<file path="config.mk">
export PLATFORM = sky130hd
export DESIGN_NAME = pipe_ctrl
export DESIGN_NICKNAME = d
export VERILOG_FILES = /design/src/rtl/pipe_ctrl.sv
export SDC_FILE = /design/constraint.sdc
export NUM_CORES = 1
export LEC_CHECK = 0
export BUFFER_PORTS_ARGS = -buffer_cell sky130_fd_sc_hd__buf_4
export CORE_UTILIZATION = 32
export CTS_CLUSTER_SIZE = 28
export DETAILED_ROUTE_END_ITERATION = 8
export MAX_ROUTING_LAYER = met4
export PLACE_DENSITY = 0.74
export SYNTH_ARGS = -nofsm -noshare
export SYNTH_HDL_FRONTEND = slang
export SYNTH_SLANG_ARGS = --single-unit
</file>
<file path="constraint.sdc">
create_clock -name clk -period 1.12 [get_ports clk]
set_input_delay 0.224 -clock clk [delete_from_list [all_inputs] [get_ports clk]]
set_output_delay 0.224 -clock clk [all_outputs]
set_load 0.1 [all_outputs]
</file>
<file path="src/rtl/pipe_ctrl.sv">
// Pipeline stall/flush controller with a three-state divider handshake FSM.
// Priority, highest first: memory wait, exception flush (live or pending),
// divider busy, load-use stall, branch flush.
// Optional stall-cycle counter is built only when PIPE_STALL_CNT_EN is defined;
// otherwise stall_cycles is tied to zero.
module pipe_ctrl (
  input  logic        clk,
  input  logic        rst,
  input  logic        i_stall,
  input  logic        d_stall,
  input  logic        lwstallD,
  input  logic        branchflushD,
  input  logic        div_startE,
  input  logic        div_ready,
  input  logic        excflush,
  output logic        enF,
  output logic        enD,
  output logic        enE,
  output logic        enM,
  output logic        enW,
  output logic        clrD,
  output logic        clrE,
  output logic        clrM,
  output logic        clrW,
  output logic        div_go,
  output logic        div_cancel,
  output logic [31:0] stall_cycles
);

  typedef enum logic [1:0] {IDLE = 2'd0, BUSY = 2'd1, DONE = 2'd2} div_st_e;

  div_st_e state_q, state_d;
  logic    flush_pend_q, flush_pend_d;
  logic    rdy_pend_q, rdy_pend_d;
  logic    mem_wait;

  assign mem_wait = i_stall | d_stall;

  // Stage control and next-state decode, in priority order.
  always_comb begin
    enF = 1'b1; enD = 1'b1; enE = 1'b1; enM = 1'b1; enW = 1'b1;
    clrD = 1'b0; clrE = 1'b0; clrM = 1'b0; clrW = 1'b0;
    div_go = 1'b0;
    div_cancel = 1'b0;
    state_d = state_q;
    flush_pend_d = flush_pend_q;
    rdy_pend_d = rdy_pend_q;
    if (rst) begin
      // Clear every stage and tell the divider to drop any operation.
      {clrD, clrE, clrM, clrW} = 4'hF;
      div_cancel = 1'b1;
      state_d = IDLE;
      flush_pend_d = 1'b0;
      rdy_pend_d = 1'b0;
    end else if (mem_wait) begin
      // Freeze everything; remember flush/ready events for when the wait ends.
      {enF, enD, enE, enM, enW} = 5'h0;
      flush_pend_d = flush_pend_q | excflush;
      if (state_q == BUSY && div_ready) rdy_pend_d = 1'b1;
    end else if (excflush || flush_pend_q) begin
      {clrD, clrE, clrM, clrW} = 4'hF;
      flush_pend_d = 1'b0;
      rdy_pend_d = 1'b0;
      if (state_q != IDLE) begin
        div_cancel = 1'b1;
        state_d = IDLE;
      end
    end else if (state_q == BUSY) begin
      // Hold F/D/E on the divide, drain M/W with a bubble.
      {enF, enD, enE} = 3'b000;
      clrM = 1'b1;
      if (div_ready || rdy_pend_q) begin
        state_d = DONE;
        rdy_pend_d = 1'b0;
      end
    end else begin
      if (state_q == DONE) state_d = IDLE;
      if (state_q == IDLE && div_startE) begin
        div_go = 1'b1;
        state_d = BUSY;
      end
      if (lwstallD) begin
        enF = 1'b0;
        enD = 1'b0;
        clrE = 1'b1;
      end else if (branchflushD) begin
        clrD = 1'b1;
      end
    end
  end

  // FSM and pending-event registers.
  always_ff @(posedge clk) begin
    if (rst) begin
      state_q <= IDLE;
      flush_pend_q <= 1'b0;
      rdy_pend_q <= 1'b0;
    end else begin
      state_q <= state_d;
      flush_pend_q <= flush_pend_d;
      rdy_pend_q <= rdy_pend_d;
    end
  end

`ifdef PIPE_STALL_CNT_EN
  logic [31:0] cnt_q;

  // Count cycles in which decode is held; wraps naturally at 2^32.
  always_ff @(posedge clk) begin
    if (rst) cnt_q <= 32'd0;
    else if (!enD) cnt_q <= cnt_q + 32'd1;
  end

  assign stall_cycles = cnt_q;
`else
  assign stall_cycles = 32'd0;
`endif

endmodule

</file>
Yosys cells after proc, flatten, opt, wreduce, memory -nomap -nowiden

Cells that the tools add are included.

Bits in registers: 4
Latch bits: 0
Bits in writable memories: 0
ROM bits: 0
Input bits: 9
Output and inout bits: 43
Word-level logic and storage cells: 74
Memories: 0

Add/subtract/negate cells: 0
Multipliers: 0
Divide/modulo/power cells: 0
Magnitude comparators: 0
Equality and inequality tests: 5
Shift operators: 0
Mux-type cells: 51
Bitwise operators: 3
Reduce and logical (&&, ||, !) cells: 12

Operators by type and width:

| operator                                              | count |
|---|---|
| 2-to-1 mux 1 bit                                      | 45 |
| 2-to-1 mux 2 bit                                      | 6 |
| nonzero test 3 bit                                    | 2 |
| inequality test 2 x 1 -> 1 bit, second input constant | 2 |
| AND reduction 4 bit                                   | 1 |
| nonzero test 2 bit                                    | 2 |
| nonzero test 4 bit                                    | 1 |
| inequality test 3 x 2 -> 1 bit, second input constant | 1 |
| AND reduction 3 bit                                   | 1 |
| equality test 2 x 1 -> 1 bit, second input constant   | 1 |
| equality test 2 bit, second input constant            | 1 |
| logical AND 1 bit                                     | 2 |
| zero test 2 bit                                       | 1 |
| logical OR 1 bit                                      | 2 |
| bitwise OR 1 bit                                      | 2 |
| NOT 1 bit                                             | 1 |

Depth between registers and ports, before layout

Gate-level depths: netlist of the first run.

Depth after elaboration: 7
Depth in mapped cells: 5
Depth with buffers taken out: 4

Worst setup path after synthesis of the first run

Ideal clock, no wire load.

Path kind: register to output
Start: reg state_q[1]
End: out div_cancel
Arrival: 2.771 ns
Required time: 0.896 ns
Slack: -1.875 ns
Cell stages (with the launch flop): 3
Buffers on the path: 0
Cells stage by stage: dfxtp_1 > nor2_1 > o31ai_1

Longest elaborated chain between the ends: 5

RTL lines:

| what                     | line | source |
|---|---|---|
| start: declaration       | 32   | `div_st_e state_q, state_d;` |
| start signal: assignment | 99   | `state_q <= state_d;` |
| nonzero test 2 bit       | 64   | `if (state_q != IDLE) begin` |
| 2-to-1 mux 1 bit         | 64   |  |
| 2-to-1 mux 1 bit         | 60   | `end else if (excflush \|\| flush_pend_q) begin` |
| 2-to-1 mux 1 bit         | 55   | `end else if (mem_wait) begin` |
| 2-to-1 mux 1 bit         | 48   | `if (rst) begin` |
| end: declaration         | 26   | `output logic div_cancel,` |

No other way between the ends.

Worst setup path in the final report of the first run

Start: reg state_q[0]
End: out enF

Longest elaborated chain between the ends: 5

RTL lines:

| what                         | line | source |
|---|---|---|
| equality test 2 x 1 -> 1 bit | 68   | `end else if (state_q == BUSY) begin` |
| 2-to-1 mux 1 bit             | 68   |  |
| 2-to-1 mux 1 bit             | 60   |  |
| 2-to-1 mux 1 bit             | 55   |  |
| 2-to-1 mux 1 bit             | 48   |  |
| end: declaration             | 16   | `output logic enF,` |

No other way between the ends.

==> results_dict.tcl, run 1 <==
set metrics [dict create \
    status "finished with violations" \
    failed_checks "design-rule violations, negative setup slack" \
    cpMostUsedCell "nor2_4" \
    post-synth-top-area-fraction 0.4595 \
    cts_tree "yes" \
    dr_wl_met3_um 114 \
    ant_nets 0 \
    area_growth_pct 90.54 \
    netlist_area_um2 555.5 \
    core_um2 1559 \
    p_comb_frac 0.762 \
    ys_top_cells_by_count "buf_4, nor2_1, a21oi_1, dfxtp_1, nand2_1" \
    numCtsBuffers 3 \
    hold_buffers 0 \
    yosysMostFrequentCell "buf_4" \
    die-area_um2 1907 \
    worstSetupPathType "reg2out" \
    initialDrtViolationCount 8 \
    powerDensity_nw_per_um2 1286 \
    via_count 534 \
    synth_cells 74 \
    path_buf_inv 1 \
    synth_edf_count 0 \
    slowest_stage "dfxtp_2" \
    grt_max_degree 6 \
    power_frac_clock 0.123 \
    antenna_cells 0 \
    clk_pin_slew_worst_paths_ns 0.03 \
    ys.flop_type "dfxtp_1" \
    max_freq_mhz 666.3 \
    fill_cells 112 \
    dp_cells 116 \
    drv_cap 0 \
    cp-end-kind "output pin" \
    seq_area_frac_synth 0.1441 \
    drv_slew 0 \
    cp_max_fo 5 \
    period_share 1.340 \
    stdcell_count 127 \
    first_global_vias 439 \
    synth-seq-cells 4 \
    drc 5 \
    finalSetupTns_ns -3.196 \
    antenna_found_initial 0 \
    async_flop_share 0 \
    yosysUniqueCellTypes 22 \
    start_kind "flop" \
    yosysWarnings 0 \
    topRoutingLayerUsed "met4" \
    rsz0062_at_grt "true" \
    wirelength_mm 1.444 \
    arrival_ns 1.28 \
    wl_met2_um 852 \
    regArea_um2 88.84 \
    drive_above_1_share 0.5766 \
    period_needed_ns 1.501 \
    p_leak_nw 0.4892 \
    dr.pass1.iters 6 \
    die_x_um 43.67 \
    power_switching_uw 862.6 \
    rows 14 \
    place.gp.congestion 0.7728 \
    crit_path_cell_trace "nor2b_4, nor2_4, nor2b_2, nor2_4, buf_12" \
    seqPwrFrac 0.115 \
    finalHoldViolCount 0 \
    fin_util 0.6790 \
    p_int_uw 499.1 \
    yosys-top-cells-area "buf_4, dfxtp_1, nor2_1, a21oi_1, nor3_2" \
    switching_share 0.6335 \
    multi_input_area_um2 454.2 \
    io_buffers 19 \
    grt_pass1_wl_mm 2.056 \
    clkLatencyLatePin_ns 0.23 \
    ir_drop_mv 0.7545 \
    dp_hpwl_um 946.8 \
    setup_viol 12 \
    clk_path_buf_depth 2 \
    cts-root-buf "clkbuf_4" \
    synth_area_per_cell_um2 7.507 \
    cts.sinks 4 \
    hold_path_class "in2reg" \
    htree_levels 1 \
    vias_per_cell 4.205 \
    die_y_um 43.67 \
    finalClockSkew_ns 0.0005222 \
    start_util 0.3563 \
    setup_ws_ns -0.3807 \
    wire_per_inst_um 11.37 \
    worstPathRequired_ns 0.90 \
    fin_nets 122 \
    yosys.area.top_type "buf_4" \
    cp_top_family "simple AND/OR/NAND/NOR gates" \
    wl_met1_um 468 \
    track_usage 0.1515 \
    overflow 0 \
    pin_count 52 \
    max_stage_delay_ns 0.35 \
]
## power groups by stage
| stage | registers [mW] | logic [mW] | clock network (mW) |
|---|---|---|---|
| detailed placement | 0.160 | 0.875 | 0 |
| CTS | 0.157 | 0.982 | 0.177 |
| global placement | 0.159 | 0.870 | 0 |
| global route | 0.157 | 1.06 | 0.184 |
| finish | 0.156 | 1.04 | 0.167 |
| floorplan | 0.159 | 0.868 | 0 |
## metrics by stage
| stage | power [mW] | worst slack, ns | hold slack [ns] | cell area, µm² |
|---|---|---|---|---|
| floorplan | 1.027 | -0.5106 | 0.2860 | 774.5 |
| global placement | 1.029 | -0.2608 | 0.4686 | 740.7 |
| detailed placement | 1.035 | -0.2780 | 0.4795 | 740.7 |
| CTS | 1.316 | -0.3862 | 0.2768 | 968.4 |
| global route | 1.403 | -0.4343 | 0.2924 | 1059 |
| finish | 1.362 | -0.3807 | 0.2833 | 1059 |
## routing by layer
metal | GRT usage | up-vias
met4 | 0.03750 | 0
met5 | - | -
met3 | 0.01250 | 2
met2 | 0.2866 | 40
li1 | - | 252
met1 | 0.1675 | 240
## timing repair
item / in CTS / in global routing
resized for setup: 36 / 14
endpoints found under the setup margin: 12 / 14
cloned: 0 / 0
buffers inserted: 4 / 4
pin swaps: 4 / 7
hold endpoints to repair: 0 / 0
## placed cells by master, fill, tap and decap left out, types with 2 or more instances in the layout
cell	n
nor2_1	3
conb_1	32
dfxtp_4	2
clkbuf_4	3
buf_8	2
a21oi_4	3
o31ai_4	2
buf_6	5
buf_12	12
nor2_4	7
buf_4	18
## worst paths after layout
check | start | end | slack, ns | cells past startpoint
worst min register to register | state_q[0] | state_q[0] | 0.50 | 2
worst max-delay path | state_q[0] | enF | -0.38 | 5
worst min-delay path | div_ready | rdy_pend_q | 0.28 | 3
worst max register to register | state_q[0] | rdy_pend_q | -0.03 | 5
## state kept, by name, summed over array words and instances, names as in the netlist
name          flops
state_q           2
flush_pend_q      1
rdy_pend_q        1
## worst min-delay path, stage by stage
cell and delay, ns:
buf_4 0.09, a32oi_1 0.08, nor2_1 0.08
## cell type report
| type | instances | share of cell area |
|---|---|---|
| repair buffers | 37 | 0.4362 |
| flip-flops and latches | 4 | 0.08392 |
| inverters | 2 | 0.01064 |
| multi-input cells | 65 | 0.4291 |
| well taps | 16 | 0.01891 |
| clock buffers | 3 | 0.02128 |
## cells by family (layout without fill, tap and decap cells)
family | Yosys count | after routing | synth area share
AOI/OAI and AO/OA | 11 | 11 | 0.1441
buffers and inverters | 36 | 42 | 0.4730
and+or+nand+nor | 22 | 22 | 0.2320
DFF | 4 | 4 | 0.1441
other | 1 | 32 | 0.006750
Power figures use the tool's default switching activity.
==> run 2, diff against run 1 <==
--- a/config.mk
+++ b/config.mk
@@ -6,6 +6,7 @@
 export NUM_CORES = 1
 export LEC_CHECK = 0
 export BUFFER_PORTS_ARGS = -buffer_cell sky130_fd_sc_hd__buf_4
+export CORE_ASPECT_RATIO = 1.25
 export CORE_UTILIZATION = 32
 export CTS_CLUSTER_SIZE = 28
 export DETAILED_ROUTE_END_ITERATION = 8
==> constraint.sdc (replaced) <==
create_clock -name clk -period 1.25 [get_ports clk]
set_input_delay 0.25 -clock clk [delete_from_list [all_inputs] [get_ports clk]]
set_output_delay 0.25 -clock clk [all_outputs]
set_load 0.1 [all_outputs]
==> run 2 against run 1 <==
The run ends with negative setup slack left. First-iteration DRC count decreased by 50%. Design area decreased by 2.1%. Global-route usage fell by 0.28 points. Routed wire length increased by 2.3%. Worst hold slack gained 0.017 ns. Largest cell class is now multi-input gates. Highest routed layer unchanged.
==> results_dict.tcl, run 2 (same netlist as run 1, synthesis figures left out) <==
set metrics [dict create \
    status "finished with violations" \
    failed_checks "negative setup slack" \
    wl_met1_um 468 \
    numCtsBuffers 3 \
    clk_path_buf_depth 2 \
    path_buf_inv 2 \
    drive_above_1_share 0.6018 \
    die-area_um2 1908 \
    worst-r2r-cell-count 5 \
    regMostFlops "state_q" \
    dp_hpwl_um 913.5 \
    io_buffers 19 \
    grt_pass1_wl_mm 1.945 \
    wl_met2_um 908 \
    drc 0 \
    cp_top_family "buffers and inverters" \
    crit_path_cell_trace "nor2b_4, buf_4, a21oi_2, buf_6" \
    max_freq_mhz 660.4 \
    core_um2 1602 \
    wirelength_mm 1.477 \
    die_x_um 39.27 \
    multi_input_area_um2 454.2 \
    stdcell_count 131 \
    drv_cap 0 \
    final_common_cell "conb_1" \
    first_global_vias 459 \
    worstSetupPathType "reg2out" \
    initialDrtViolationCount 4 \
    start_util 0.3469 \
    start_kind "flop" \
    die_y_um 48.59 \
    arrival_ns 1.26 \
    finalHoldViolCount 0 \
    dp_cells 118 \
    cts-root-buf "clkbuf_4" \
    overflow 0 \
    mostFrequentLayoutCells "conb_1, buf_4, buf_12, nor2_4" \
    fin_nets 124 \
    pin_count 52 \
    topRoutingLayerUsed "met4" \
    cts_tree "yes" \
    p_leak_nw 0.4894 \
    worstPathRequired_ns 1.00 \
    ir_drop_mv 0.6873 \
    fill_cells 122 \
    area_growth_pct 86.49 \
    slowest_stage "dfxtp_2" \
    rsz0062_at_grt "true" \
    finalSetupTns_ns -2.145 \
    ant_nets 0 \
    grt_max_degree 7 \
    vias_per_cell 4.076 \
    largest_reg_flops 2 \
    place.gp.congestion 0.7470 \
    fin_util 0.6469 \
    wire_per_inst_um 11.27 \
    dr_wl_met3_um 72 \
    period_share 1.211 \
    clk_pin_slew_worst_paths_ns 0.04 \
    setup_ws_ns -0.2642 \
    powerDensity_nw_per_um2 1176 \
    cts.sinks 4 \
    cp.depth 4 \
    cp-end-kind "output pin" \
    period_needed_ns 1.514 \
    htree_levels 1 \
    max_stage_delay_ns 0.32 \
    top_regs "state_q: 2 flops, flush_pend_q: 1 flops, rdy_pend_q: 1 flops" \
    setup_viol 9 \
    via_count 534 \
    antenna_found_initial 0 \
    finalClockSkew_ns 0.004462 \
    track_usage 0.1487 \
    drv_slew 0 \
    antenna_cells 0 \
    clkLatencyLatePin_ns 0.24 \
    hold_path_class "in2reg" \
    dr.pass1.iters 2 \
    min_path_cells 3 \
    cp_max_fo 5 \
    p_total_mw 1.218 \
    rows 16 \
    regArea_um2 86.33 \
]
-- run 2: area by class of cell --
cell class	count	share of cell area
sequential	4	0.08333
clock buffer	3	0.02174
timing repair buffer	39	0.4239
multi-input combinational	65	0.4384
inverter	2	0.01087
tap	18	0.02174
-- run 2: path summary, 6_finish.rpt --
path / from / to / slack, ns
setup / recovery: state_q[0] / enE / -0.26
hold / removal: div_ready / rdy_pend_q / 0.30
setup reg to reg: state_q[0] / state_q[1] / 0.06
hold reg to reg: rdy_pend_q / rdy_pend_q / 0.50
-- run 2: report_power, final --
| group | leakage [nW] | switching (mW) | internal [mW] |
|---|---|---|---|
| Sequential | 0.0342 | 0.00779 | 0.133 |
| Clock | 0.0138 | 0.0584 | 0.108 |
| Combinational | 0.441 | 0.716 | 0.195 |
-- run 2: through the flow --
| step | hold slack, ns | instance area (µm²) | worst slack [ns] |
|---|---|---|---|
| 2_1_floorplan | 0.3120 | 787.0 | -0.4127 |
| 3_3_place_gp | 0.4697 | 755.7 | -0.1597 |
| 3_5_place_dp | 0.4814 | 755.7 | -0.1778 |
| 4_1_cts | 0.2800 | 982.2 | -0.2902 |
| 5_1_grt | 0.3020 | 1036 | -0.3231 |
| 6_report | 0.3000 | 1036 | -0.2642 |
-- run 2: what timing repair did --
item / 4_1_cts / 5_1_grt
buffers inserted: 7 / 4
gates resized for setup: 37 / 5
endpoints found under the setup margin: 11 / 12
pin swaps: 7 / 4
hold buffers: 0 / 0
-- run 2: worst min-delay path, stage by stage --
cell     delay (ns)
buf_4          0.08
a32oi_1        0.07
nor2_1         0.09
-- run 2: per-layer routing --
layer	vias to the layer above	track usage
li1	257	-
met1	242	0.1538
met2	32	0.2556
met3	3	0.01376
met4	0	0.08621
met5	-	-
==> run 3, diff against run 2 <==
==> constraint.sdc (replaced) <==
create_clock -name clk -period 1.25 [get_ports clk]
set_input_delay 0.125 -clock clk [delete_from_list [all_inputs] [get_ports clk]]
set_output_delay 0.125 -clock clk [all_outputs]
set_load 0.1 [all_outputs]
==> run 3 against run 2 <==
The run still ends with negative setup slack left. First-iteration DRC count fell by 75%. Sequential power about the same. Highest routed layer unchanged. Global-route usage fell by 2.3 points.
==> results_dict.tcl, run 3 (same netlist as run 1, synthesis figures left out) <==
set metrics [dict create \
    status "finished with violations" \
    failed_checks "negative setup slack" \
    cts.sinks 4 \
    fin_nets 108 \
    finalHoldViolCount 0 \
    clk_pin_slew_worst_paths_ns 0.04 \
    cts-root-buf "clkbuf_4" \
    setup_ws_ns -0.1421 \
    setup_viol 9 \
    top_regs "state_q: 2 flops, flush_pend_q: 1 flops, rdy_pend_q: 1 flops" \
    max_freq_mhz 718.3 \
    io_buffers 19 \
    period_share 1.114 \
    drive_above_1_share 0.5155 \
    hold_path_class "in2reg" \
    period_needed_ns 1.392 \
    ir_drop_mv 0.5965 \
    vias_per_cell 3.974 \
    antenna_cells 0 \
    track_usage 0.1261 \
    arrival_ns 1.27 \
    fin_area_um2 869.6 \
    htree_levels 1 \
    p_leak_nw 0.3915 \
    drv_cap 0 \
    wire_per_inst_um 9.557 \
    cts_tree "yes" \
    wirelength_mm 1.099 \
    initialDrtViolationCount 1 \
    finalClockSkew_ns 0.001945 \
    clk_path_buf_depth 2 \
    core_um2 1602 \
    worstSetupPathType "reg2out" \
    die-area_um2 1908 \
    powerDensity_nw_per_um2 1302 \
    drv_slew 0 \
    die_y_um 48.59 \
    grt_max_degree 7 \
    start_util 0.3469 \
    rsz0062_at_grt "true" \
    place_area_um2 690.7 \
    first_global_vias 416 \
    cp_max_fo 5 \
    rows 16 \
    dr.pass1.iters 2 \
    hold_buffers 0 \
    worstPathRequired_ns 1.12 \
    mostFrequentLayoutCells "conb_1, buf_4, buf_12, nor2_4" \
    pin_count 52 \
    final_common_cell "conb_1" \
    largest_reg_flops 2 \
    cp-end-kind "output pin" \
    ant_nets 0 \
    finalSetupTns_ns -0.9699 \
    drc 0 \
    start_kind "flop" \
    antenna_found_initial 0 \
    dp_hpwl_um 903 \
    die_x_um 39.27 \
    grt_pass1_wl_mm 1.614 \
    via_count 457 \
    overflow 0 \
    regMostFlops "state_q" \
    place.gp.congestion 0.7064 \
    area_growth_pct 56.53 \
    clkLatencyLatePin_ns 0.23 \
    numCtsBuffers 3 \
]
## run 3: cell types whose count changed in the layout (fill, tap and decap cells not counted), sizes merged
cell  change
buf      -16
## run 3: worst max-delay path, stage by stage (launching register included)
cell and delay (ns):
dfxtp_4 0.35, nor2_2 0.19, nand3_1 0.16, nor2_4 0.15
buf_12 0.18
## run 3: worst paths after layout
kind | slack (ns) | startpoint | depth (start not counted) | end
min reg2reg | 0.48 | rdy_pend_q | 2 | rdy_pend_q
max | -0.14 | state_q[1] | 4 | div_go
max reg2reg | 0.15 | state_q[0] | 4 | state_q[1]
min | 0.13 | rst | 2 | state_q[1]
## run 3: where the power goes
part           internal, mW  leakage [nW]  switching [mW]
Sequential            0.131        0.0348         0.00762
Clock                 0.107        0.0138          0.0475
Combinational         0.141         0.343           0.698
## run 3: per-layer routing
metal / GRT usage / share of wire
met1: 0.1057 / 0.29
met2: 0.2333 / 0.63
met3: 0.01376 / 0.066
met4: 0.08621 / 0.0036
met5: - / 0
## run 3: what timing repair did
| item | in CTS | in global routing |
|---|---|---|
| pin swaps | 5 | 1 |
| setup endpoints to repair | 9 | 9 |
| setup buffers | 1 | 0 |
| gates resized for setup | 29 | 6 |
## run 3: final cells by class
cell class	count	area, µm²
tap	18	22.52
fill	156	732.0
inverter	2	11.26
sequential	4	91.34
clock buffer	3	22.52
timing repair buffer	23	272.8
multi-input combinational	65	449.2
## run 3: stage by stage
| stage | std cells | util | power (mW) | hold slack, ns | setup slack [ns] |
|---|---|---|---|---|---|
| floorplan | 105 | - | 0.9249 | 0.1870 | -0.2816 |
| global placement | 111 | 0.4313 | 0.9053 | 0.3736 | -0.02678 |
| detailed placement | 111 | 0.4313 | 0.9095 | 0.3755 | -0.05713 |
| CTS | 115 | 0.5273 | 1.137 | 0.1268 | -0.1475 |
| global route | 115 | 0.5430 | 1.175 | 0.1283 | -0.2051 |
| finish | 115 | 0.5430 | 1.132 | 0.1301 | -0.1421 |
